`src/rtl/hit_serializer_if.sv`:
```
// Hit bus between the sample-test stage (R18), the serializer, and the z-buffer (R19).
// The master modport is the environment side; the slave modport is the serializer.
interface hit_serializer_if #(
  parameter int SIGFIG = 24,
  parameter int AXIS   = 3,
  parameter int COLORS = 3,
  parameter int SAMPS  = 4
);
  logic signed [SIGFIG-1:0] hit_R18S [AXIS][SAMPS];
  logic        [SIGFIG-1:0] color_R18U [COLORS];
  logic        [SAMPS-1:0]  hit_valid_R18H;
  logic                     halt_R18H;
  logic signed [SIGFIG-1:0] hit_R19S [AXIS];
  logic        [SIGFIG-1:0] color_R19U [COLORS];
  logic                     hit_valid_R19H;
  logic                     ready_R19H;

  modport master (
    output hit_R18S, color_R18U, hit_valid_R18H, ready_R19H,
    input  halt_R18H, hit_R19S, color_R19U, hit_valid_R19H
  );

  modport slave (
    input  hit_R18S, color_R18U, hit_valid_R18H, ready_R19H,
    output halt_R18H, hit_R19S, color_R19U, hit_valid_R19H
  );
endinterface

```
`src/rtl/hit_serializer.sv`:
```
// Buffers groups of parallel sample hits and emits them one hit per cycle,
// lowest sample index first, with a DEPTH-entry group FIFO in front of the output.
module hit_serializer #(
  parameter int SIGFIG = 24,
  parameter int RADIX  = 10,
  parameter int AXIS   = 3,
  parameter int COLORS = 3,
  parameter int SAMPS  = 4,
  parameter int DEPTH  = 2
) (
  input  logic             clk,
  input  logic             rst,
  hit_serializer_if.slave  bus
);
  localparam int PW = (DEPTH > 1) ? $clog2(DEPTH) : 1;
  localparam int CW = $clog2(DEPTH + 1);
  localparam int SW = (SAMPS > 1) ? $clog2(SAMPS) : 1;

  // RADIX only travels with the data format; it is checked here for sanity.
  if ((DEPTH < 2) || ((DEPTH & (DEPTH - 1)) != 0) || (RADIX > SIGFIG)) begin : g_param_check
    $error("hit_serializer: DEPTH must be a power of two >= 2 and RADIX <= SIGFIG");
  end

  logic signed [SIGFIG-1:0] hit_mem_r   [DEPTH][AXIS][SAMPS];
  logic        [SIGFIG-1:0] color_mem_r [DEPTH][COLORS];
  logic        [SAMPS-1:0]  mask_r      [DEPTH];
  logic        [PW-1:0]     wr_ptr_r;
  logic        [PW-1:0]     rd_ptr_r;
  logic        [CW-1:0]     count_r;

  logic             full_s;
  logic             valid_s;
  logic             push_s;
  logic             transfer_s;
  logic             pop_s;
  logic [SAMPS-1:0] head_mask_s;
  logic [SAMPS-1:0] clr_mask_s;
  logic [SW-1:0]    sel_s;

  // Handshake decode and lowest-set-bit selection on the head entry.
  always_comb begin
    full_s      = (count_r == CW'(DEPTH));
    valid_s     = (count_r != {CW{1'b0}});
    head_mask_s = mask_r[rd_ptr_r];
    sel_s       = {SW{1'b0}};
    for (int i = SAMPS - 1; i >= 0; i--) begin
      sel_s = head_mask_s[i] ? SW'(i) : sel_s;
    end
    clr_mask_s = head_mask_s & ~({{(SAMPS-1){1'b0}}, 1'b1} << sel_s);
    push_s     = (|bus.hit_valid_R18H) && !full_s;
    transfer_s = valid_s && bus.ready_R19H;
    pop_s      = transfer_s && (clr_mask_s == {SAMPS{1'b0}});
  end

  // Outputs come only from registered state; data is forced to zero when idle.
  always_comb begin
    bus.halt_R18H      = full_s;
    bus.hit_valid_R19H = valid_s;
    for (int a = 0; a < AXIS; a++) begin
      bus.hit_R19S[a] = valid_s ? hit_mem_r[rd_ptr_r][a][sel_s] : {SIGFIG{1'b0}};
    end
    for (int c = 0; c < COLORS; c++) begin
      bus.color_R19U[c] = valid_s ? color_mem_r[rd_ptr_r][c] : {SIGFIG{1'b0}};
    end
  end

  // Pointers, occupancy and remaining-masks; reset wins over push and transfer.
  always_ff @(posedge clk) begin
    if (rst) begin
      wr_ptr_r <= {PW{1'b0}};
      rd_ptr_r <= {PW{1'b0}};
      count_r  <= {CW{1'b0}};
      for (int i = 0; i < DEPTH; i++) begin
        mask_r[i] <= {SAMPS{1'b0}};
      end
    end else begin
      if (transfer_s) begin
        mask_r[rd_ptr_r] <= clr_mask_s;
      end
      if (push_s) begin
        mask_r[wr_ptr_r] <= bus.hit_valid_R18H;
        wr_ptr_r         <= wr_ptr_r + PW'(1);
      end
      if (pop_s) begin
        rd_ptr_r <= rd_ptr_r + PW'(1);
      end
      case ({push_s, pop_s})
        2'b10:   count_r <= count_r + CW'(1);
        2'b01:   count_r <= count_r - CW'(1);
        default: count_r <= count_r;
      endcase
    end
  end

  // Group payload storage; validity is tracked entirely by the masks above.
  always_ff @(posedge clk) begin
    if (push_s) begin
      for (int a = 0; a < AXIS; a++) begin
        for (int s = 0; s < SAMPS; s++) begin
          hit_mem_r[wr_ptr_r][a][s] <= bus.hit_R18S[a][s];
        end
      end
      for (int c = 0; c < COLORS; c++) begin
        color_mem_r[wr_ptr_r][c] <= bus.color_R18U[c];
      end
    end
  end
endmodule

```
`src/flat_wrapper.sv`:
```
// flat-port wrapper written by rule: the top's interface ports become plain ports
module hit_serializer_flat 
#(
  parameter int SIGFIG = 24,
  parameter int RADIX  = 10,
  parameter int AXIS   = 3,
  parameter int COLORS = 3,
  parameter int SAMPS  = 4,
  parameter int DEPTH  = 2
)
  (clk, rst, bus_hit_R18S, bus_color_R18U, bus_hit_valid_R18H, bus_ready_R19H, bus_halt_R18H, bus_hit_R19S, bus_color_R19U, bus_hit_valid_R19H);
  hit_serializer_if #(.SIGFIG(SIGFIG), .AXIS(AXIS), .COLORS(COLORS), .SAMPS(SAMPS)) bus_i ();
  input  logic clk;
  input  logic rst;
  input wire logic [$bits(bus_i.hit_R18S)-1:0] bus_hit_R18S;
  input wire logic [$bits(bus_i.color_R18U)-1:0] bus_color_R18U;
  input wire logic [$bits(bus_i.hit_valid_R18H)-1:0] bus_hit_valid_R18H;
  input wire logic [$bits(bus_i.ready_R19H)-1:0] bus_ready_R19H;
  output wire logic [$bits(bus_i.halt_R18H)-1:0] bus_halt_R18H;
  output wire logic [$bits(bus_i.hit_R19S)-1:0] bus_hit_R19S;
  output wire logic [$bits(bus_i.color_R19U)-1:0] bus_color_R19U;
  output wire logic [$bits(bus_i.hit_valid_R19H)-1:0] bus_hit_valid_R19H;
  assign bus_i.hit_R18S = {>>{bus_hit_R18S}};
  assign bus_i.color_R18U = {>>{bus_color_R18U}};
  assign bus_i.hit_valid_R18H = bus_hit_valid_R18H;
  assign bus_i.ready_R19H = bus_ready_R19H;
  assign bus_halt_R18H = bus_i.halt_R18H;
  assign bus_hit_R19S = {>>{bus_i.hit_R19S}};
  assign bus_color_R19U = {>>{bus_i.color_R19U}};
  assign bus_hit_valid_R19H = bus_i.hit_valid_R19H;
  hit_serializer #(.SIGFIG(SIGFIG), .RADIX(RADIX), .AXIS(AXIS), .COLORS(COLORS), .SAMPS(SAMPS), .DEPTH(DEPTH)) u_core (.clk(clk), .rst(rst), .bus(bus_i));
endmodule
```
`config.mk`:
```
export PLATFORM = sky130hd
export DESIGN_NAME = hit_serializer_flat
export DESIGN_NICKNAME = d
export VERILOG_FILES = /design/src/rtl/hit_serializer_if.sv /design/src/rtl/hit_serializer.sv /design/src/flat_wrapper.sv
export SDC_FILE = /design/constraint.sdc
export NUM_CORES = 1
export LEC_CHECK = 0
export BUFFER_PORTS_ARGS = -buffer_cell sky130_fd_sc_hd__buf_2
export CAP_MARGIN = 20
export CORE_UTILIZATION = 25
export DETAILED_ROUTE_END_ITERATION = 16
export GPL_TIMING_DRIVEN = 0
export PLACE_DENSITY = 0.4
export SLEW_MARGIN = 20
export SYNTH_ARGS = -nofsm -noshare
export SYNTH_HDL_FRONTEND = slang
export SYNTH_SLANG_ARGS = --single-unit
```
`constraint.sdc`:
```
create_clock -name clk -period 28.3 [get_ports clk]
set_clock_uncertainty 0.15 [all_clocks]
set_input_delay 2.83 -clock clk [delete_from_list [all_inputs] [get_ports clk]]
set_output_delay 2.83 -clock clk [all_outputs]
set_load 0.005 [all_outputs]
```
==> flow_summary.ini <==
[min_path]
worstHoldPathCells = 2
min_path_type = reg2reg

[pwr]
ir_worst_vdd_mv = 0.0565
leakage_nw = 12.9
powerDensity_nw_per_um2 = 126

[global_route]
grt_max_degree = 52
antenna_found_initial = 51
grt_pass1_vias = 18400
track_usage_pct = 15.2
grt_overflow = 0
grt_pass1_wl_um = 127000

[sta]
rsz0062_at_grt = no
max_freq_mhz = 155
finalCritPeriodShare_pct = 22.8
slew_headroom_pct = 28.5
fin_setup_tns_ns = 0
layout_min_cycle_time_ns = 6.46
hold_viol = 0
tightestPinTransition_ns = 1.07
drv_slew = 0
finalSetupViolCount = 0

[synthesis]
synth-async-reset-ratio_pct = 0
synth_xor_area_share_pct = 0.0925
syn_inst = 1640
synth_cell_types = 43
synth_mux_area_share_pct = 7.84
ys_seq_area_share_pct = 77.3
synth_compound_area_share_pct = 10.1
netlist_area_um2 = 28400
yosys.area.top_type = edfxtp_1
avgSynthCellArea_um2 = 17.3
syn_nets = 2008
synthSimpleGateAreaFrac_pct = 2.73
synth_warnings = 0
synth-edff-count = 728
synth_seq_cells = 733
synthAdderAreaFrac_pct = 0.0441
netlist_top_cells_area = edfxtp_1 77%, mux2i_1 7.7%, a211oi_2 3.1%, a21oi_1 2.5%, a222oi_1 2.5%
yosys.area.top_type_share_pct = 77.0
synthFlopType = edfxtp_1
synth_top_family_by_area = compound AO/OA/AOI/OAI gates

[cells_and_area]
fin_util_pct = 32.5
multi_input_area_um2 = 5960
instances_no_fill = 3864
layout_commonest_cell = edfxtp_1
n_fill_cell = 11100
final_nets = 2653
area_delta_synth_final_pct = 28.6
register_area_um2 = 22000
drive_above_1_share_pct = 34.5
final_cell_mix = 728 x edfxtp_1, 545 x buf_2, 218 x mux2i_1

[run]
max-cap-violations = 0

[drt]
wl_met1_um = 35600
via_count = 17300
avgViaCountPerCell = 4.47
routed-wl-met3_um = 8280
routedWlPerCell_um = 23.0
wirelength_um = 88900
first_iter_violations = 1183
drc_errors = 0
highest_layer = met5
met2WireLength_um = 42400
drtAntennaViolNets = 0
firstDrtPassIters = 6

[cts]
clock_path_buffers = 3
htree_levels = 3
clockRootBuffer = clkbuf_16
cts.sinks = 733
post-cts-setup-buffers = 0
tritoncts = built
ctsResizeCount = 0
ctsHoldBuffers = 0
clk_pin_slew_worst_paths_ns = 0.06
clk_latency_ns = 0.67
cts_buffers = 87

[setup_path]
critical-path-top-delay-family = buffers and inverters
critPathKind = reg2out
worstPathRequired_ns = 25.32
cp.depth = 7
crit_path_top_delay_cell = clkbuf_1
cp_max_fo = 10
worst_setup_path_start_kind = register
critPathBufInv = 3
worst-r2r-cell-count = 6
critPathArrivalTime_ns = 3.48
worstPathCellList = nor2b_1 -> o211a_1 -> clkbuf_2 -> clkbuf_1 -> a222oi_1 -> a211oi_2 -> buf_2
cp-end-kind = output port
slowest_delay_ns = 0.69

[placement]
io_buffers = 512
dp_cells = 3696
place_congestion = 0.777
dp_hpwl_um = 63200

[floorplan]
core_um2 = 112000
die_area_um2 = 115000
io_pins = 513
start_util_pct = 25.2
die_y_um = 339
rows = 123
die_w_um = 339

[outcome]
status = complete, no violations
[worst register-to-register path, stage by stage, from the launching register on]
cell	delay, ns
dfxtp_1	0.42
nor2b_1	0.14
nor2_1	0.32
and2_4	0.58
buf_16	0.34
buf_16	0.30
buf_16	0.29
[where the power goes]
part	leakage (nW)	total (W)	internal (W)	switching, W
clock network	1.38	0.00112	0.000669	0.000449
logic	4.39	0.00173	0.000623	0.00111
registers	7.09	0.00174	0.00165	0.0000908
total	12.9	0.00459	0.00294	0.00164
[per-layer routing]
layer  vias to the layer above  GRT usage, %
li1                       7899             -
met4                        70          4.58
met5                         -             0
met1                      8522          18.2
met3                       191          6.03
met2                       609          24.9
[area by class of cell]
| cell class | instances | share of cell area [%] |
|---|---|---|
| Clock buffer | 102 | 6.17 |
| Inverter | 3 | 0.0308 |
| Clock inverter | 50 | 1.59 |
| Antenna cell | 16 | 0.110 |
| Sequential cell | 733 | 60.1 |
| Timing Repair Buffer | 556 | 9.10 |
| Tap cell | 1500 | 5.14 |
| Multi-Input combinational cell | 794 | 16.3 |
| Buffer | 110 | 1.44 |
[metrics by stage]
step / hold slack (ns) / power, W / setup WS [ns] / instance area, um^2
floorplan: 0.317 / 0.00287 / 10.11 / 28400
global placement: 0.328 / 0.00371 / -0.0858 / 32800
detailed placement: 0.386 / 0.00354 / 22.36 / 33700
CTS: 0.397 / 0.00468 / 21.62 / 36500
global route: 0.443 / 0.00484 / 21.53 / 36500
finish: 0.397 / 0.00459 / 21.84 / 36500
[Yosys cell counts (all sizes together), types with 2 or more instances]
cell type	n
a211oi	73
a21o	2
a21oi	145
a222oi	71
a22o	6
and2	4
buf	46
clkbuf	64
dfxtp	5
edfxtp	728
inv	3
mux2	4
mux2i	218
nand2	79
nand2b	3
nand3	2
nor2	83
nor2b	5
nor3	3
nor3b	2
nor4	2
o21ai	77
or3	2
xnor2	2
[kinds of logic (layout without fill, tap and decap cells)]
| group | after synthesis | in the layout |
|---|---|---|
| AO/OA/AOI/OAI | 381 | 381 |
| buffers and inverters | 113 | 821 |
| other | 0 | 16 |
| multiplexers | 222 | 222 |
| XOR/XNOR | 3 | 3 |
| flip-flops | 733 | 733 |
| AND/OR/NAND/NOR | 187 | 187 |
| adder cells (fa/ha/maj) | 1 | 1 |
[registers in the layout (all words and copies together) (netlist names), named ones only]
| register | cells |
|---|---|
| u_core.wr_ptr_r | 1 |
| u_core.hit_mem_r | 576 |
| u_core.count_r | 2 |
| u_core.rd_ptr_r | 1 |
| u_core.color_mem_r | 144 |
| u_core.mask_r | 8 |
[path summary, 6_finish.rpt]
kind | start | slack (ns) | endpoint
worst min register to register | u_core.count_r[1] | 0.40 | u_core.count_r[1]
worst max-delay path | u_core.mask_r[1][2] | 21.84 | bus_hit_R19S[27]
worst max register to register | u_core.count_r[0] | 25.39 | u_core.color_mem_r[1][29]
worst min-delay path | u_core.count_r[1] | 0.40 | u_core.count_r[1]
No activity file was read; power rests on OpenSTA's default activity.
